`src/rtl/clkmon_pkg.sv`:
```
// ============================================================================
//  Module   : clkmon_pkg
//  Purpose  : Shared types and constants for the clock-edge monitor: the
//             monitor state encoding, the period/counter width and the
//             default synchronizer depth and loss timeout.
//  Revision : 1.0 - initial release
// ============================================================================
`default_nettype none

package clkmon_pkg;

    // Width of the cycle counter and of the reported period.
    localparam int unsigned c_period_w = 32;

    // Defaults: two synchronizer flops, one second of silence at 50 MHz.
    localparam int unsigned                c_default_sync_stages = 2;
    localparam logic [c_period_w-1:0]      c_default_timeout     = 32'd50000000;

    typedef enum logic [1:0] {
        ST_IDLE    = 2'd0,
        ST_MEASURE = 2'd1,
        ST_LOCKED  = 2'd2,
        ST_LOST    = 2'd3
    } state_t;

endpackage

`default_nettype wire

```
`src/rtl/sync_edge.sv`:
```
// ============================================================================
//  Module   : sync_edge
//  Purpose  : Brings the asynchronous sclk into the iclk domain through a
//             SYNC_STAGES-deep flop chain plus one history flop, and emits
//             registered one-cycle rise/fall pulses.
//  Ports    : iclk       - system clock
//             reset      - synchronous active-high reset
//             sclk       - asynchronous slow clock / level input
//             rise_pulse - one iclk cycle per synchronized rising edge
//             fall_pulse - one iclk cycle per synchronized falling edge
//  Revision : 1.0 - initial release
// ============================================================================
`default_nettype none

module sync_edge
    import clkmon_pkg::*;
#(
    parameter int unsigned SYNC_STAGES = c_default_sync_stages  // >= 2
) (
    input  logic iclk,
    input  logic reset,
    input  logic sclk,
    output logic rise_pulse,
    output logic fall_pulse
);

    logic [SYNC_STAGES-1:0] r_sync;
    // Marks which synchronizer stages hold a real sample of sclk rather
    // than the reset value.
    logic [SYNC_STAGES-1:0] r_fill;
    logic                   r_hist;
    // Rising edges are only reported once a genuine low level has been
    // seen since reset; a sclk already high at reset release would
    // otherwise look like a rising edge against the cleared flops.
    logic                   r_armed;

    logic w_level;
    logic w_level_real;

    assign w_level      = r_sync[SYNC_STAGES-1];
    assign w_level_real = r_fill[SYNC_STAGES-1];

    always_ff @(posedge iclk) begin
        if (reset) begin
            r_sync     <= '0;
            r_fill     <= '0;
            r_hist     <= 1'b0;
            r_armed    <= 1'b0;
            rise_pulse <= 1'b0;
            fall_pulse <= 1'b0;
        end else begin
            r_sync     <= {r_sync[SYNC_STAGES-2:0], sclk};
            r_fill     <= {r_fill[SYNC_STAGES-2:0], 1'b1};
            r_hist     <= w_level;
            r_armed    <= r_armed | (w_level_real & ~w_level);
            rise_pulse <= w_level & ~r_hist & r_armed;
            fall_pulse <= ~w_level & r_hist;
        end
    end

endmodule

`default_nettype wire

```
`src/rtl/clkedge_monitor.sv`:
```
// ============================================================================
//  Module   : clkedge_monitor
//  Purpose  : Measures the period of a slow asynchronous clock in iclk
//             cycles, tracks whether it is present (LOCKED) or has gone
//             silent for TIMEOUT cycles (LOST).
//  Ports    : iclk         - system clock (only clock of the block)
//             reset        - synchronous active-high reset
//             sclk         - asynchronous slow clock / level input
//             rise_pulse   - one-cycle pulse per synchronized sclk rise
//             fall_pulse   - one-cycle pulse per synchronized sclk fall
//             period       - iclk cycles between the last two rises
//             period_valid - one-cycle pulse when period is updated
//             locked       - high while in LOCKED
//             lost         - high while in LOST
//  Options  : CLKMON_STABILITY_EN - when defined, locking needs two equal
//             consecutive periods and any period change drops back to
//             MEASURE.
//  Revision : 1.0 - initial release
// ============================================================================
`default_nettype none

module clkedge_monitor
    import clkmon_pkg::*;
#(
    parameter int unsigned            SYNC_STAGES = c_default_sync_stages, // >= 2
    parameter logic [c_period_w-1:0]  TIMEOUT     = c_default_timeout      // >= 2
) (
    input  logic                  iclk,
    input  logic                  reset,
    input  logic                  sclk,
    output logic                  rise_pulse,
    output logic                  fall_pulse,
    output logic [c_period_w-1:0] period,
    output logic                  period_valid,
    output logic                  locked,
    output logic                  lost
);

    localparam logic [c_period_w-1:0] c_timeout_last = TIMEOUT - c_period_w'(1);

    state_t                r_state;
    logic [c_period_w-1:0] r_count;
    logic [c_period_w-1:0] w_count_inc;
    logic                  w_timeout;
`ifdef CLKMON_STABILITY_EN
    // Set once period holds a measurement usable as the lock reference.
    logic                  r_have_ref;
`endif

    sync_edge #(
        .SYNC_STAGES (SYNC_STAGES)
    ) u_sync_edge (
        .iclk       (iclk),
        .reset      (reset),
        .sclk       (sclk),
        .rise_pulse (rise_pulse),
        .fall_pulse (fall_pulse)
    );

    // Saturating increment; also the period measured when a rise lands
    // this cycle (count restarts at 0 the cycle after a rise).
    assign w_count_inc = (r_count == '1) ? r_count : r_count + c_period_w'(1);
    assign w_timeout   = (r_count == c_timeout_last);

    // State, counter, period and the locked/lost decodes all live here so
    // locked/lost are registered alongside the state they describe.
    always_ff @(posedge iclk) begin
        if (reset) begin
            r_state      <= ST_IDLE;
            r_count      <= '0;
            period       <= '0;
            period_valid <= 1'b0;
            locked       <= 1'b0;
            lost         <= 1'b0;
`ifdef CLKMON_STABILITY_EN
            r_have_ref   <= 1'b0;
`endif
        end else begin
            period_valid <= 1'b0;
            r_count      <= rise_pulse ? '0 : w_count_inc;

            case (r_state)
                ST_IDLE: begin
                    if (rise_pulse) begin
                        r_state <= ST_MEASURE;
`ifdef CLKMON_STABILITY_EN
                        r_have_ref <= 1'b0;
`endif
                    end
                end

                ST_MEASURE: begin
                    // A rise always beats a coincident timeout.
                    if (rise_pulse) begin
                        period       <= w_count_inc;
                        period_valid <= 1'b1;
`ifdef CLKMON_STABILITY_EN
                        if (r_have_ref && (w_count_inc == period)) begin
                            r_state <= ST_LOCKED;
                            locked  <= 1'b1;
                        end else begin
                            r_have_ref <= 1'b1;
                        end
`else
                        r_state <= ST_LOCKED;
                        locked  <= 1'b1;
`endif
                    end else if (w_timeout) begin
                        r_state <= ST_LOST;
                        lost    <= 1'b1;
                    end
                end

                ST_LOCKED: begin
                    if (rise_pulse) begin
                        period       <= w_count_inc;
                        period_valid <= 1'b1;
`ifdef CLKMON_STABILITY_EN
                        // The differing period becomes the new reference.
                        if (w_count_inc != period) begin
                            r_state    <= ST_MEASURE;
                            locked     <= 1'b0;
                            r_have_ref <= 1'b1;
                        end
`endif
                    end else if (w_timeout) begin
                        r_state <= ST_LOST;
                        locked  <= 1'b0;
                        lost    <= 1'b1;
                    end
                end

                ST_LOST: begin
                    // Period keeps the last good value; the interval that
                    // ends here spans the outage and is not meaningful.
                    if (rise_pulse) begin
                        r_state <= ST_MEASURE;
                        lost    <= 1'b0;
`ifdef CLKMON_STABILITY_EN
                        r_have_ref <= 1'b0;
`endif
                    end
                end

                default: begin
                    r_state <= ST_IDLE;
                    locked  <= 1'b0;
                    lost    <= 1'b0;
                end
            endcase
        end
    end

endmodule

`default_nettype wire

```
`config.mk`:
```
export PLATFORM = sky130hd
export DESIGN_NAME = clkedge_monitor
export DESIGN_NICKNAME = d
export VERILOG_FILES = /design/src/rtl/clkmon_pkg.sv /design/src/rtl/sync_edge.sv /design/src/rtl/clkedge_monitor.sv
export SDC_FILE = /design/constraint.sdc
export NUM_CORES = 1
export LEC_CHECK = 0
export CAP_MARGIN = 0
export CORE_UTILIZATION = 59
export CTS_CLUSTER_SIZE = 40
export DETAILED_ROUTE_END_ITERATION = 16
export MAX_ROUTING_LAYER = met4
export PLACE_DENSITY = 0.89
export SETUP_SLACK_MARGIN = 0.4
export SLEW_MARGIN = 20
export SYNTH_ARGS = -nofsm -noshare
export SYNTH_HDL_FRONTEND = slang
export SYNTH_HIERARCHICAL = 1
export SYNTH_SLANG_ARGS = --single-unit
```
`constraint.sdc`:
```
create_clock -name iclk -period 4.7 [get_ports iclk]
set_input_delay 1.41 -clock iclk [delete_from_list [all_inputs] [get_ports iclk]]
set_output_delay 1.41 -clock iclk [all_outputs]
set_load 0.05 [all_outputs]
```
==> results.json, run 1 <==
{
  "outcome": "completed",
  "grt_pass1_vias": 2621,
  "path_max_fanout": 10,
  "async_reset_ff_frac": 0,
  "port_buffers": 39,
  "slew-limit-headroom": 0.316,
  "nets": 399,
  "endpoint_kind": "output pin",
  "gp_congestion": 0.879,
  "clock_path_buffers": 2,
  "hold_class": "reg2reg",
  "fmax_ghz": 0.321,
  "crit_family": "buffers and inverters",
  "cts.clk_slew.worst_paths_ns": 0.07,
  "drt_iter0_drc": 216,
  "path_cells": "clkdlybuf4s50_1",
  "vdd.ir_drop.worst_mv": 0.199,
  "diodes": 0,
  "fp.dieW_um": 76.6,
  "synth_area_leader_cell": "dfxtp_1",
  "syn_area_mm2": 0.00329,
  "worst_hold_path.num_cells": 1,
  "reg2reg_to": "period[31]",
  "hold_violations": 0,
  "ant_nets": 0,
  "yosys.area.top_type_share": 0.469,
  "via_count": 2866,
  "drc": 0,
  "worst_slew_pin_slew_ns": 1.02,
  "grt_pass1_wl_um": 11800,
  "ys_warn_count": 6,
  "setup_viol": 0,
  "grt_max_degree": 61,
  "reg2reg_from": "r_count[30]",
  "cts_buffers": 9,
  "ys_top_cells_by_area": "dfxtp_1 (47%), nor2_1 (7.0%), a211oi_1 (5.5%), xnor2_1 (3.5%), xor2_1 (2.4%)",
  "wire_per_inst_um": 15.4,
  "start_kind": "flip-flop",
  "ys_seq_area_frac": 0.469,
  "die_h_um": 76.6,
  "path_buf_inv": 1,
  "rsz0062_at_grt": "false",
  "drive_gt1_frac": 0.0680,
  "r2r_setup_slack_ns": 1.73,
  "nFillCells": 370,
  "antenna_found_initial": 0,
  "multi_input_area_mm2": 0.00163,
  "cts_sinks": 77,
  "start_util": 0.627,
  "fin_crit_sh": 0.662,
  "fin_ws_ns": 1.59,
  "vias_per_cell": 6.14,
  "grtUsageTotal": 0.259,
  "cp_slowest_cell": "clkdlybuf4s50_1",
  "ff_latch_area_mm2": 0.00154,
  "synth_edf_count": 0,
  "hold_start": "u_sync_edge/r_sync[0]",
  "dr.pass1.iters": 5,
  "pin_count": 40,
  "dp_worst_setup_slack_ns": 1.50,
  "setup_tns_ns": 0,
  "clkLatencyLatePin_ns": 0.35,
  "drt-total-wl_um": 7170,
  "grt-ovfl-total": 0,
  "fin_crit_ns": 3.11,
  "cts-root-buf": "clkbuf_8",
  "power.density_mw_per_mm2": 356,
  "critPathMaxStageDelay_ns": 0.86,
  "ys_seq_elements": 77,
  "cts_hold_buf": 0,
  "postSynthNetCount": 369,
  "syn_inst": 362,
  "syn_area_per_cell_um2": 9.08,
  "min_to": "u_sync_edge/r_sync[1]",
  "ff2ff_path_depth": 5,
  "yosysUniqueCellTypes": 46,
  "clock_skew_ns": 0.00691,
  "htreeDepth": 3,
  "cts_tree": "built",
  "cap_violations": 0,
  "syn_to_final_growth_pct": 19.7,
  "synth_ff_type": "dfxtp_1",
  "slew_viol_final": 0,
  "leakagePower_nw": 1.23,
  "rows": 26,
  "cp.required_ns": 3.29,
  "postCtsSetupBuffers": 0,
  "dpl.hpwl_um": 4700,
  "cts_resized": 0,
  "crit_type": "reg2out",
  "die_area_mm2": 0.00587,
  "core-area_mm2": 0.00524,
  "worst_ep_arrival_time_ns": 1.70
}
-- synth_stat cells, types with 3 or more instances --
cell type and count:
or3_1 5, o21ai_0 4, dfxtp_1 77, nand2_1 14, nor3_1 8, inv_1 9, a21oi_1 14, clkbuf_1 18
and4_1 5, nand3_1 9, or4_1 7, nor2_1 61, nor2b_1 6, o311ai_0 3, o31ai_1 10, a311oi_2 4
a211oi_1 24, a311oi_1 6, ha_1 4, a31oi_1 4, nand4_1 7, xor2_1 9, nor4_1 6, xnor2_1 13
and3_1 4
-- registers in the layout, indices dropped and copies added (netlist names), 2 cells and up --
register and flops:
period 32, r_count 32, r_state 2, u_sync_edge/r_fill 2, u_sync_edge/r_sync 2
-- power breakdown --
| group | switching (mW) | leakage [nW] | internal, mW |
|---|---|---|---|
| Clock | 0.231 | 0.121 | 0.367 |
| Sequential | 0.0107 | 0.622 | 0.666 |
| Combinational | 0.0784 | 0.483 | 0.0483 |
| Total | 0.320 | 1.23 | 1.08 |
-- kinds of logic after synthesis --
kind of cell | Yosys count | share of synthesized area
buf+inv | 31 | 0.0404
xor+xnor | 22 | 0.0586
mux | 1 | 0.00305
simple gates | 148 | 0.232
flops | 77 | 0.469
fa+ha+maj | 4 | 0.0152
compound gates | 79 | 0.181
-- layer usage --
layer	routed length (um)	track usage	up-vias	share of wire
met2	3470	0.423	123	0.48
met3	492	0.0563	14	0.069
li1	-	-	1387	-
met1	3070	0.299	1342	0.43
met4	140	0.133	0	0.020
met5	0	-	-	0
-- cell usage in the layout (no fill, tap or decap), types with 5 or more instances in the layout --
cell / instances
or3_1: 5
dfxtp_1: 77
nor3_1: 8
o31ai_1: 10
nor4_1: 5
xor2_1: 9
a211oi_1: 24
nor2b_1: 5
and4_1: 5
clkdlybuf4s50_1: 39
a21oi_1: 14
nand2_1: 14
clkbuf_8: 10
or4_1: 7
nand4_1: 7
a311oi_1: 6
xnor2_1: 13
nand3_1: 9
inv_1: 9
nor2_1: 61
-- cell type report --
type                            count  area share
Multi-Input combinational cell    254       0.413
Sequential cell                    77       0.392
Timing Repair Buffer               41       0.103
Clock buffer                       12      0.0369
Clock inverter                      4      0.0242
Tap cell                           70      0.0223
Inverter                            9     0.00859
-- how the worst max path moves through the flow --
stage	startpoint	endpoint	slack [ns]	depth (start not counted)
after global placement	reset	r_count[24]	1.57	4
after CTS	u_sync_edge/rise_pulse	rise_pulse	1.58	1
final	u_sync_edge/rise_pulse	rise_pulse	1.59	1
after floorplan	reset	r_count[17]	2.54	4
after global routing	u_sync_edge/rise_pulse	rise_pulse	1.52	1
after detailed placement	reset	r_count[5]	1.50	4
-- through the flow --
step | total power, mW | hold slack (ns) | cell area (um2) | std cells | utilization
after global routing | 1.46 | 0.456 | 3930 | 467 | 0.751
after floorplan | 0.785 | 0.409 | 3290 | 362 | -
after CTS | 1.41 | 0.440 | 3930 | 467 | 0.751
final | 1.40 | 0.439 | 3930 | 467 | 0.751
after detailed placement | 0.817 | 0.423 | 3690 | 451 | 0.705
after global placement | 0.809 | 0.414 | 3690 | 451 | 0.705
Note: power is estimated with default switching activity, not from simulation.
==> run 2: changes to the inputs <==
CORE_UTILIZATION = 50   (was 59)
PLACE_DENSITY = 0.81   (was 0.89)
clock period = 2.5 ns   (was 4.7 ns; I/O delays follow)
==> run 2 against run 1 <==
Cell count is 6.6% higher. Clock skew is 0.0029 ns higher. Critical path depth is 5 higher. Register-to-register slack worse by 1.4 ns. Setup slack worse by 1.2 ns. Sequential cell count stayed put. First-iteration DRC count is 8.3% higher.
==> results.json, run 2 (synthesis results as in run 1) <==
{
  "outcome": "completed",
  "rows": 29,
  "grt-ovfl-total": 0,
  "ff2ff_path_depth": 6,
  "drc": 0,
  "path_max_fanout": 8,
  "hold_violations": 0,
  "htreeDepth": 3,
  "fin_ws_ns": 0.369,
  "cp.required_ns": 2.75,
  "reg2reg_from": "r_count[20]",
  "power.density_mw_per_mm2": 538,
  "pin_count": 40,
  "leakagePower_nw": 1.60,
  "port_buffers": 39,
  "worst_ep_arrival_time_ns": 2.38,
  "cts_buffers": 9,
  "endpoint_kind": "flip-flop",
  "dpl.hpwl_um": 4990,
  "fin_hold_ws_ns": 0.433,
  "grt_pass1_wl_um": 12800,
  "crit_type": "reg2reg",
  "dr.pass1.iters": 4,
  "r2r_setup_slack_ns": 0.37,
  "syn_to_final_growth_pct": 30.3,
  "vias_per_cell": 6.09,
  "drive_gt1_frac": 0.223,
  "clock_path_buffers": 2,
  "drt-total-wl_um": 8200,
  "grt_pass1_vias": 2785,
  "cts_sinks": 77,
  "diodes": 0,
  "grtUsageTotal": 0.235,
  "fmax_ghz": 0.469,
  "clkLatencyLatePin_ns": 0.35,
  "cts-root-buf": "clkbuf_8",
  "reg_top3": "period x32, r_count x32",
  "total_power_mw": 2.30,
  "wire_per_inst_um": 16.5,
  "cts_tree": "built",
  "multi_input_area_mm2": 0.00182,
  "dp_worst_setup_slack_ns": 0.153,
  "setup_tns_ns": 0,
  "drt_iter0_drc": 234,
  "fin_crit_ns": 2.13,
  "reg2reg_to": "period[31]",
  "antenna_found_initial": 0,
  "die_h_um": 83.1,
  "setup_viol": 0,
  "hold_class": "reg2reg",
  "final_common_cell": "nor2_1",
  "rsz0062_at_grt": "true",
  "nets": 424,
  "nFillCells": 490,
  "clock_skew_ns": 0.00978,
  "fp.dieW_um": 83.1,
  "min_to": "u_sync_edge/r_fill[1]",
  "grt_max_degree": 61,
  "worst_slew_pin_slew_ns": 0.678,
  "ant_nets": 0,
  "die_area_mm2": 0.00690,
  "cts.clk_slew.worst_paths_ns": 0.07,
  "fin_crit_sh": 0.852,
  "hold_start": "u_sync_edge/r_fill[0]",
  "start_kind": "flip-flop",
  "ff_latch_area_mm2": 0.00158,
  "slew_viol_final": 0,
  "slew-limit-headroom": 0.548,
  "via_count": 3033,
  "worst_hold_path.num_cells": 1,
  "start_util": 0.517,
  "fin_util": 0.674,
  "vdd.ir_drop.worst_mv": 0.351,
  "core-area_mm2": 0.00635,
  "final_cell_mix": "nor2_1 (61), dfxtp_1 (58), dlygate4sd2_1 (37)",
  "gp_congestion": 0.908,
  "cap_violations": 0
}
## run 2: final cells by class
class                   count  area share
flip-flops and latches     77       0.369
inverters                   9     0.00789
clock buffers              13      0.0348
multi-input cells         254       0.426
repair buffers             66       0.138
clock inverters             2     0.00234
well taps                  77      0.0225
## run 2: metal layers
metal | global-route usage | vias up | wire, um
met2 | 0.388 | 118 | 3980
met3 | 0.0527 | 29 | 401
met4 | 0.0878 | 0 | 284
met5 | - | - | 0
met1 | 0.280 | 1455 | 3530
li1 | - | 1431 | -
## run 2: how the worst max path moves through the flow
stage	slack, ns	startpoint	end
after global placement	0.25	r_count[0]	period[14]
after global routing	0.33	r_count[2]	period[29]
after detailed placement	0.15	r_count[20]	period[31]
final	0.37	r_count[20]	period[31]
after floorplan	0.42	r_count[28]	period[29]
after CTS	0.35	r_count[8]	period[31]
## run 2: power breakdown
group	internal [mW]	leakage [nW]	switching, mW
Sequential	1.25	0.633	0.0219
Clock	0.380	0.0833	0.418
Combinational	0.0904	0.879	0.145
Total	1.72	1.60	0.585
## run 2: worst max-delay path, cell delays in order, from the launching register on
cell	delay [ns]
dfxtp_4	0.40
nand4_4	0.10
or4_4	0.60
o311ai_4	0.37
buf_12	0.18
o31ai_4	0.08
a311oi_2	0.31
## run 2: stage by stage
stage / instances / cell area (um2)
global route: 498 / 4280
floorplan: 362 / 3300
detailed placement: 471 / 3830
global placement: 471 / 3830
finish: 498 / 4280
CTS: 488 / 4030
## run 2: repair_timing
item,4_1_cts,5_1_grt
cloned,0,1
hold buffers,0,0
setup endpoints to repair,84,48
pin swaps,5,10
buffers inserted,2,9
resized for setup,57,44
